===== src/rtl/decryption_pkg.sv =====
// rtl/decryption_pkg.sv - shared channel indices, FSM states and defaults for the decryption path
package decryption_pkg;

    localparam logic [1:0] CH_CAESAR  = 2'd0;
    localparam logic [1:0] CH_SCYTALE = 2'd1;
    localparam logic [1:0] CH_ZIGZAG  = 2'd2;
    localparam logic [1:0] CH_INVALID = 2'd3;

    localparam logic [7:0] DEFAULT_START_DECRYPTION_TOKEN = 8'hFA;
    localparam int         DEFAULT_MAX_NOF_CHARS          = 50;

    typedef enum logic [2:0] {
        ST_IDLE    = 3'd0,
        ST_FRAME   = 3'd1,
        ST_WAIT_HI = 3'd2,
        ST_WAIT_LO = 3'd3,
        ST_DROP    = 3'd4
    } demux_state_t;

endpackage


===== src/rtl/decryption_frame_demux.sv =====
// rtl/decryption_frame_demux.sv - routes one framed character stream to the caesar/scytale/zigzag engines
module decryption_frame_demux
    import decryption_pkg::*;
#(
    parameter int                 D_WIDTH                = 8,
    parameter int                 MAX_NOF_CHARS          = DEFAULT_MAX_NOF_CHARS,
    parameter logic [D_WIDTH-1:0] START_DECRYPTION_TOKEN = D_WIDTH'(DEFAULT_START_DECRYPTION_TOKEN),
    localparam int                CW                     = $clog2(MAX_NOF_CHARS + 1)
) (
    input  logic               clk,
    input  logic               rst_n,
    input  logic [D_WIDTH-1:0] data_i,
    input  logic               valid_i,
    input  logic [1:0]         select_i,
    input  logic [2:0]         busy_i,
    output logic               ready_o,
    output logic [D_WIDTH-1:0] data_o,
    output logic [2:0]         valid_o,
    output logic               err_o,
    output logic [CW-1:0]      char_cnt_o
);

    localparam logic [CW-1:0] MAX_CNT = CW'(MAX_NOF_CHARS);

    demux_state_t  state, state_n;
    logic [1:0]    sel, sel_n;
    logic [CW-1:0] cnt, cnt_n;
    logic          ovf, ovf_n;
    logic          fwd;
    logic [1:0]    fwd_ch;
    logic          err_n;
    logic          is_token;

    assign is_token   = (data_i == START_DECRYPTION_TOKEN);
    assign char_cnt_o = cnt;

    always_ff @(posedge clk or negedge rst_n) begin
        if (!rst_n) begin
            state   <= ST_IDLE;
            sel     <= CH_CAESAR;
            cnt     <= '0;
            ovf     <= 1'b0;
            ready_o <= 1'b1;
            data_o  <= '0;
            valid_o <= 3'b000;
            err_o   <= 1'b0;
        end else begin
            state   <= state_n;
            sel     <= sel_n;
            cnt     <= cnt_n;
            ovf     <= ovf_n;
            err_o   <= err_n;
            valid_o <= fwd ? (3'b001 << fwd_ch) : 3'b000;
            if (fwd) begin
                data_o <= data_i;
            end
            // ready mirrors the state being entered so it drops with the token on valid_o
            ready_o <= (state_n != ST_WAIT_HI) && (state_n != ST_WAIT_LO);
        end
    end

    always_comb begin
        state_n = state;
        sel_n   = sel;
        cnt_n   = cnt;
        ovf_n   = ovf;
        fwd     = 1'b0;
        fwd_ch  = sel;
        err_n   = 1'b0;
        case (state)
            ST_IDLE: begin
                if (valid_i) begin
                    if (is_token) begin
                        err_n = 1'b1;
                    end else if (select_i != CH_INVALID) begin
                        sel_n   = select_i;
                        fwd     = 1'b1;
                        fwd_ch  = select_i;
                        cnt_n   = CW'(1);
                        ovf_n   = 1'b0;
                        state_n = ST_FRAME;
                    end else begin
                        err_n   = 1'b1;
                        state_n = ST_DROP;
                    end
                end
            end
            ST_FRAME: begin
                if (valid_i) begin
                    if (is_token) begin
                        fwd     = 1'b1;
                        state_n = ST_WAIT_HI;
                    end else if (cnt < MAX_CNT) begin
                        fwd   = 1'b1;
                        cnt_n = cnt + CW'(1);
                    end else if (!ovf) begin
                        // only the first overflow character of a frame is reported
                        err_n = 1'b1;
                        ovf_n = 1'b1;
                    end
                end
            end
            ST_WAIT_HI: begin
                err_n = valid_i;
                if (busy_i[sel]) begin
                    state_n = ST_WAIT_LO;
                end
            end
            ST_WAIT_LO: begin
                err_n = valid_i;
                if (!busy_i[sel]) begin
                    state_n = ST_IDLE;
                end
            end
            ST_DROP: begin
                if (valid_i && is_token) begin
                    state_n = ST_IDLE;
                end
            end
            default: begin
                state_n = ST_IDLE;
            end
        endcase
    end

endmodule


===== config.mk =====
export PLATFORM = sky130hd
export DESIGN_NAME = decryption_frame_demux
export DESIGN_NICKNAME = d
export VERILOG_FILES = /design/src/rtl/decryption_pkg.sv /design/src/rtl/decryption_frame_demux.sv
export SDC_FILE = /design/constraint.sdc
export NUM_CORES = 1
export LEC_CHECK = 0
export ABC_AREA = 1
export CORE_ASPECT_RATIO = 1.75
export CORE_MARGIN = 1
export CORE_UTILIZATION = 30
export DETAILED_ROUTE_END_ITERATION = 8
export PLACE_DENSITY = 0.61
export SLEW_MARGIN = 40
export SYNTH_ARGS = -nofsm -noshare
export SYNTH_HDL_FRONTEND = slang
export SYNTH_SLANG_ARGS = --single-unit

===== constraint.sdc =====
create_clock -name clk -period 4.2 [get_ports clk]
set_input_delay 0.84 -clock clk [delete_from_list [all_inputs] [get_ports clk]]
set_output_delay 0.84 -clock clk [all_outputs]
set_load 0.1 [all_outputs]

# Word-level counts from Yosys, hierarchy flattened
# Index checks and enable logic that the tools add are counted.
# word_totals
regBits,25
elab_cells,79
# classes
addsub,1
n_lt_le_gt_ge,2
eq_ne,15
shift,1
mux,45
reduce_logical,7
# op_table
op,count
$mux 6,6
$mux 3,9
$mux 1,20
$ne 2x2->1 const B,8
$pmux 3 s5,1
$reduce_and 7->1,2
$pmux 6 s2,1
$eq 8x8->1 const B,1
$mux 2,4
$add 6x1->6 const B,1
$eq 3x2->1 const B,2
$lt 6x6->1 const B,1
$ne 3x2->1 const B,2
$pmux 1 s2,2
$eq 3x1->1 const B,1
$eq 3x3->1 const B,1
$logic_not 3->1,1
$lt 2x3->1 const B,1
$pmux 1 s3,1
$shl 1x2->3 const A,1
$bmux 1 s2,1
$logic_and 1x1->1,2
$reduce_bool 2->1,1
$reduce_or 2->1,1

# Longest topological paths before layout
# Gate-level depths: netlist (run 1).
# depth
ltp_word,7
depth_mapped,10
ltp_nobuf,10

# Worst setup path after synthesis (run 1)
# OpenSTA, ideal clock, no wires.
# synth_timing
kind,register -> register
startpoint,"register cnt[2], in the netlist char_cnt_o[2]"
endpoint,register data_o[3]
setup_time_ps,67
arrival_time_ps,1778
t_required_ps,4133
setup_slack_ps,2355
stages_incl_launch_ff,10
path_buffers,1
synth_period_minus_slack_ps,1845
cell_sequence,dfrtp_1 nor2_1 nand2_1 nand2_1 nand2_4 nand3_4 nand2_4 buf_8 nand2_1 nand2_1
# synth_via
elab_chain_cells,5
# synth_lines
item,line_no,text
"start, declared",decryption_frame_demux.sv:27,"logic [CW-1:0] cnt, cnt_n;"
"start signal, assigned",decryption_frame_demux.sv:50,cnt <= cnt_n;
$lt 6x6->1,decryption_frame_demux.sv:93,end else if (cnt < MAX_CNT) begin
$mux 1,decryption_frame_demux.sv:93,
$mux 1,decryption_frame_demux.sv:90,if (is_token) begin
$mux 1,decryption_frame_demux.sv:89,if (valid_i) begin
$pmux 1 s2,decryption_frame_demux.sv:70,case (state)
"end signal, assigned",decryption_frame_demux.sv:55,data_o <= data_i;
"end, declared",decryption_frame_demux.sv:17,"output logic [D_WIDTH-1:0] data_o,"
# Every way passes these cells.
# A chain may end at the register's enable or synchronous reset.

# Worst setup path in the final report (run 1)
# layout_timing
startpoint,input valid_i
endpoint,register valid_o[2]
# layout_via
elab_chain_cells,4
elab_cells_between_ends,7
classes_between,shift (1); mux (6)
# layout_lines
item,line_no,text
"start, declared",decryption_frame_demux.sv:13,"input logic valid_i,"
$mux 2 (2 in a row),--,
net fwd_ch[1],decryption_frame_demux.sv:30,logic [1:0] fwd_ch;
$shl 1x2->3,decryption_frame_demux.sv:53,valid_o <= fwd ? (3'b001 << fwd_ch) : 3'b000;
$mux 3,decryption_frame_demux.sv:53,
"end signal, assigned",decryption_frame_demux.sv:53,
"end, declared",decryption_frame_demux.sv:18,"output logic [2:0] valid_o,"
# The timed path passes the listed nets, and every way through them passes these cells.

==> results of run 1 <==
==> area by class of cell <==
cell class	count	area (um2)	share of cell area (%)
Multi-Input combinational cell	126	678.2	38.99
Sequential cell	25	626.9	36.04
Timing Repair Buffer	35	252.7	14.53
Inverter	17	71.32	4.101
Tap cell	51	63.81	3.669
Clock buffer	3	41.29	2.374
Clock inverter	1	5.005	0.2878
==> sequential cells by signal (all words and copies together) (netlist names) <==
signal / count
valid_o: 3
state: 3
err_o: 1
sel: 2
char_cnt_o: 6
data_o: 8
ovf: 1
ready_o: 1
==> through the flow <==
| stage | utilization, % | power [mW] | cells |
|---|---|---|---|
| global route | 39.13 | 1.587 | 258 |
| floorplan | - | 1.192 | 170 |
| CTS | 39.13 | 1.506 | 258 |
| detailed placement | 38.09 | 1.355 | 254 |
| global placement | 40.23 | 1.410 | 254 |
| finish | 39.13 | 1.483 | 258 |
==> metal layers <==
metal | vias up | share of wire, % | wire length, um | global-route usage (%)
li1 | 610 | - | - | -
met1 | 546 | 39 | 1207 | 15.12
met2 | 41 | 55 | 1734 | 27.19
met3 | 7 | 4.0 | 124 | 2.135
met4 | 0 | 2.0 | 64 | 5.702
met5 | - | 0 | 0 | 0
==> placed cells by master (no fill, tap or decap), drive strengths merged <==
cell / instances
dfstp: 1
buf: 20
a21oi: 3
clkinv: 1
dfrtp: 24
nand4: 1
clkdlybuf4s50: 15
nand3: 27
xor2: 2
clkbuf: 3
nand2: 64
o221ai: 1
xnor2: 2
inv: 17
nor3: 1
nor2: 22
ha: 1
o21ai: 2
==> Yosys cell counts <==
cell      number
a21oi_1        3
buf_4          1
buf_8          1
dfrtp_1       24
dfstp_2        1
ha_1           1
inv_1         15
inv_2          1
inv_8          1
nand2_1       55
nand2_2        5
nand2_4        4
nand3_1       23
nand3_2        2
nand3_4        2
nand4_1        1
nor2_1        14
nor2_2         3
nor2_4         5
nor3_2         1
o21ai_0        2
o221ai_1       1
xnor2_1        2
xor2_1         2
==> power by group through the flow <==
stage | Sequential, mW | Clock [mW] | Combinational (mW)
3_5_place_dp | 0.399 | 0 | 0.956
5_1_grt | 0.403 | 0.161 | 1.02
6_report | 0.393 | 0.143 | 0.947
3_3_place_gp | 0.401 | 0 | 1.01
4_1_cts | 0.395 | 0.153 | 0.959
2_1_floorplan | 0.825 | 0 | 0.367
==> path summary, 6_finish.rpt <==
kind | to | slack [ns] | cells after the start
min in group asynchronous | char_cnt_o[3]$_DFFE_PN0P_ | 0.93 | 2
worst min-delay path | data_o[4]$_DFFE_PN0P_ | 0.48 | 2
worst max register to register | valid_o[2]$_DFF_PN0_ | 2.51 | 9
worst min register to register | data_o[4]$_DFFE_PN0P_ | 0.48 | 2
worst max-delay path | valid_o[2]$_DFF_PN0_ | 2.00 | 9
max in group asynchronous | ready_o$_DFF_PN1_ | 2.96 | 2
==> cell families after synthesis <==
| family | after synthesis | synth area share, % |
|---|---|---|
| adder cells (fa/ha/maj) | 1 | 0.8943 |
| AO/OA/AOI/OAI | 6 | 2.415 |
| buffers and inverters | 19 | 6.708 |
| flip-flops | 25 | 44.81 |
| XOR/XNOR | 4 | 2.505 |
| AND/OR/NAND/NOR | 115 | 42.67 |
==> worst reg2reg max path, stage by stage (launching register included) <==
cell	delay, ns
dfrtp_1	0.44
inv_1	0.11
nand2_1	0.10
nor2_2	0.41
nand3_1	0.18
nand2_1	0.09
nand2_1	0.08
inv_1	0.07
nand2_1	0.08
nor2_4	0.07
==> impl_results.md, run 1 <==
* CTS tree: yes
* Die width at 53.62 um
* Worst Tran Pin Value at 0.5061 ns
* Max Transition Viols Final at 0
* Hold_sp: data_o[4]$_DFFE_PN0P_
* DR DRC count at 0
* Worst vdd ir at 461.2 uV
* Internal Power at 0.5830 mW
* Clk pwr share at 9.6%
* Endpoints failing setup at 0
* #FFs+latches synth at 25
* Max-cap violations at 0
* Leakage power at 0.9164 nW
* Unique masters post-synth at 24
* CP Launch Type: input port
* CTS resizes at 0
* Setup TNS at 0 ns
* Worst-path clk slew at 0.09 ns
* NetSw at 0.9003 mW
* # port buffers at 34
* Nets at 225
* Dpl ws at 1.698 ns
* Detailed Routing Iterations Pass 1 at 4
* CP endpoint kind: flop
* Initial core utilization at 31.48%
* Hold_buf cts at 0
* Minimum clock period at 2.201 ns
* CP peak stage delay at 0.50 ns
* CP top delay family: simple AND/OR/NAND/NOR gates
* Vias in the first global route at 1209
* Post-synthesis net count at 187
* RSZ-0062 raised after global routing: no
* Largest net degree at the start of global routing at 26
* Full die area at 0.004951 mm2
* Final Skew at 0.002633 ns
* Fin crit share at 52.39%
* Design Area, Final at 0.001739 mm2
* Yosys top cell by area: dfrtp_1
* H-tree levels at 1
* DP Wirelength at 2456 um
* Detailed Route Iter0 Violations at 27
* Crit Path Class: input port to flop
* Vias/cell at 4.667
* Setup ws final at 1.999 ns
* Fmax at 0.4544 GHz
* DRT Wirelength at 3131 um
* Antenna cell count at 0
* Layout cell share with drive strength beyond 1 at 23.67%
* Synth area leaders: dfrtp_1 43%, nand2_1 15%, nand3_1 8.2%
* Routed vias at 1204
* Critical-path cell list: clkdlybuf4s50_1 -> inv_1 -> nor2_2 -> nand3_1 -> nand2_1 -> nand2_1 -> inv_1 -> nand2_1 -> nor2_4
* Setup bufs post-CTS at 0
* Number of buffers and inverters on the critical path at 3
* Final Hold Viols at 0
* Setup crit start: valid_i
* Worst Path Arrival at 2.41 ns
* Worst Hold Slack at 0.4774 ns
* Initial antenna violation count at 0
* Sequential share of power at 26.5%
* First-pass GRT wire length at 5271 um
* Fillers at 483
* I/O pin total at 35
* Yosys warning total at 0
* Synthesized cell area at 0.001399 mm2
* Clk sink count at 25
* Core area at 0.004444 mm2
* Cell count after synthesis at 170
* Switching Share at 60.70%
* GR Util All Layers at 14.54%
* Site Rows at 32
* CP most frequent cell: nand2_1
* CTS buffer count at 3
* Worst path slowest cell: clkdlybuf4s50_1
* Clock latency on the worst-skew pair at 0.27 ns
* Wire per inst at 12.14 um
* Hold Crit Class: flop to flop
* Post-DRT Antenna Nets at 0
* FF-to-FF Start: state[2]$_DFF_PN0_
* Post-synth top area share at 42.93%
* DP Area at 0.001693 mm2
* Bufs on Longest Clock Path at 2
* Clk root buf: clkbuf_8
* Worst EP required at 4.41 ns
* Placer Congestion at 0.8729
* Grt total ovfl at 0
* Crit path max fanout at 12
* Die Span Y at 92.33 um
* Slew headroom at 66.22%
* Post-synthesis sequential area ratio at 44.81%
* Syn-to-layout area delta at 24.33%
* Combinational share of power at 63.9%
* Outcome: finished, final reports clean
* Avg Inst Size Synth at 8.228 um2
* Pwr dens at 852.8 mW/mm2
(Power assumes the default switching activity.)
==> run 2: changes to the inputs <==
Settings changed: PLACE_DENSITY 0.61 to 0.63.
Clock period 4.2 ns to 2 ns, I/O delays scaled along.
==> run 2 against run 1 <==
Effect of this change: power is 120% higher; routed wire length fell by 8.0%; non-clock buffer count is 1 higher; core utilization up 2.6 points; critical endpoint is now data_o[3]$_DFFE_PN0P_; largest cell class unchanged; largest power group unchanged; highest routed layer unchanged.
==> impl_results.md, run 2 (synthesis results as in run 1) <==
* I/O pin total at 35
* Wire per inst at 11.12 um
* Hold_buf cts at 0
* RSZ-0062 raised after global routing: no
* Final Skew at 0.003110 ns
* H-tree levels at 1
* Largest reg by FF count: data_o
* Bufs on Longest Clock Path at 2
* CP Launch Type: input port
* Vias in the first global route at 1129
* Most common cell after layout, fill and taps aside: nand2_1
* Detailed Routing Iterations Pass 1 at 4
* Layout cell share with drive strength beyond 1 at 24.04%
* Hold Crit Class: input port to async pin
* # port buffers at 34
* Initial core utilization at 31.48%
* Vias/cell at 4.560
* Minimum clock period at 1.554 ns
* Worst vdd ir at 1082 uV
* Worst EP required at 2.21 ns
* CTS buffer count at 3
* Setup ws final at 0.4458 ns
* Worst path slowest cell: clkdlybuf4s50_1
* FF-to-FF setup slack at 0.57 ns
* Critical-path cell list: clkdlybuf4s50_1 -> nand2_1 -> nor2_4 -> nand2_4 -> nand3_2 -> nand3_4 -> nand2_4 -> nand2_1 -> nand2_1
* DP Area at 0.001810 mm2
* Max Transition Viols Final at 0
* Cells on worst reg2reg path at 9
* CTS resizes at 0
* CP top delay family: simple AND/OR/NAND/NOR gates
* Antenna cell count at 0
* Slew headroom at 75.96%
* Pwr dens at 1752 mW/mm2
* Worst-path clk slew at 0.09 ns
* Crit Path Class: input port to flop
* Dpl ws at 0.1382 ns
* CP endpoint kind: flop
* Design Area, Final at 0.001857 mm2
* Grt total ovfl at 0
* Fmax at 0.6434 GHz
* Worst Tran Pin Value at 0.3568 ns
* Initial antenna violation count at 0
* Endpoints failing setup at 0
* Setup TNS at 0 ns
* Fillers at 439
* First-pass GRT wire length at 4968 um
* Reg2reg end: valid_o[2]$_DFF_PN0_
* Final Hold Viols at 0
* Max-cap violations at 0
* Layout Cells excl Fill at 259
* Largest net degree at the start of global routing at 26
* Leakage power at 0.9481 nW
* CP most frequent cell: nand2_1
* GR Util All Layers at 13.59%
* Number of buffers and inverters on the critical path at 1
* Most frequent cells in the layout: 55 x nand2_1, 24 x dfrtp_1, 23 x nand3_1
* Site Rows at 32
* Die Span Y at 92.33 um
* DP Wirelength at 2336 um
* Clock latency on the worst-skew pair at 0.27 ns
* CP peak stage delay at 0.48 ns
* Clk sink count at 25
* Post-DRT Antenna Nets at 0
* Max reg flops at 8
* FF-to-FF Start: state[2]$_DFF_PN0_
* CTS tree: yes
* Placer Congestion at 0.7731
* Fin crit share at 77.71%
* DR DRC count at 0
* Die width at 53.62 um
* Detailed Route Iter0 Violations at 9
* # placed instances at 255
* Nets at 226
* Syn-to-layout area delta at 32.74%
* Crit path max fanout at 11
* Outcome: finished, final reports clean
* Worst Path Arrival at 1.77 ns
* Routed vias at 1181
* DRT Wirelength at 2881 um
* Core area at 0.004444 mm2
* Full die area at 0.004951 mm2
* Setup bufs post-CTS at 0
* Clk root buf: clkbuf_8
## run 2: worst max-delay path by stage
stage,startpoint,end,slack [ns],cells after the start
floorplan,char_cnt_o[2]$_DFFE_PN0P_,data_o[3]$_DFFE_PN0P_,0.16,9
global placement,data_i[3],data_o[4]$_DFFE_PN0P_,0.17,9
detailed placement,data_i[3],data_o[5]$_DFFE_PN0P_,0.14,9
CTS,data_i[3],data_o[5]$_DFFE_PN0P_,0.43,9
global route,data_i[3],data_o[0]$_DFFE_PN0P_,0.31,9
finish,data_i[3],data_o[3]$_DFFE_PN0P_,0.45,9
## run 2: per-stage QoR
step,hold WS (ns),power (mW),utilization [%]
after floorplan,0.1044,2.503,-
after global placement,0.4631,2.974,40.74
after detailed placement,0.4656,2.985,40.74
after CTS,0.4901,3.289,41.78
after global routing,0.5165,3.447,41.78
final,0.4836,3.253,41.78
## run 2: cell type report
| cell class | instances | area [um2] | share of cell area (%) |
|---|---|---|---|
| multi-input cells | 126 | 678.2 | 36.52 |
| flip-flops and latches | 25 | 626.9 | 33.76 |
| repair buffers | 36 | 370.4 | 19.95 |
| inverters | 17 | 71.32 | 3.841 |
| well taps | 51 | 63.81 | 3.437 |
| clock buffers | 3 | 41.29 | 2.224 |
| clock inverters | 1 | 5.005 | 0.2695 |
## run 2: where the power goes
group	internal, mW	switching, mW
Combinational	0.534	1.58
Clock	0.139	0.161
Sequential	0.683	0.156
## run 2: metal layers
layer	vias to the layer above	share of wire, %	global-route usage [%]
li1	612	-	-
met1	541	39	14.81
met2	24	57	24.58
met3	4	2.8	1.806
met4	0	1.9	5.921
met5	-	0	0
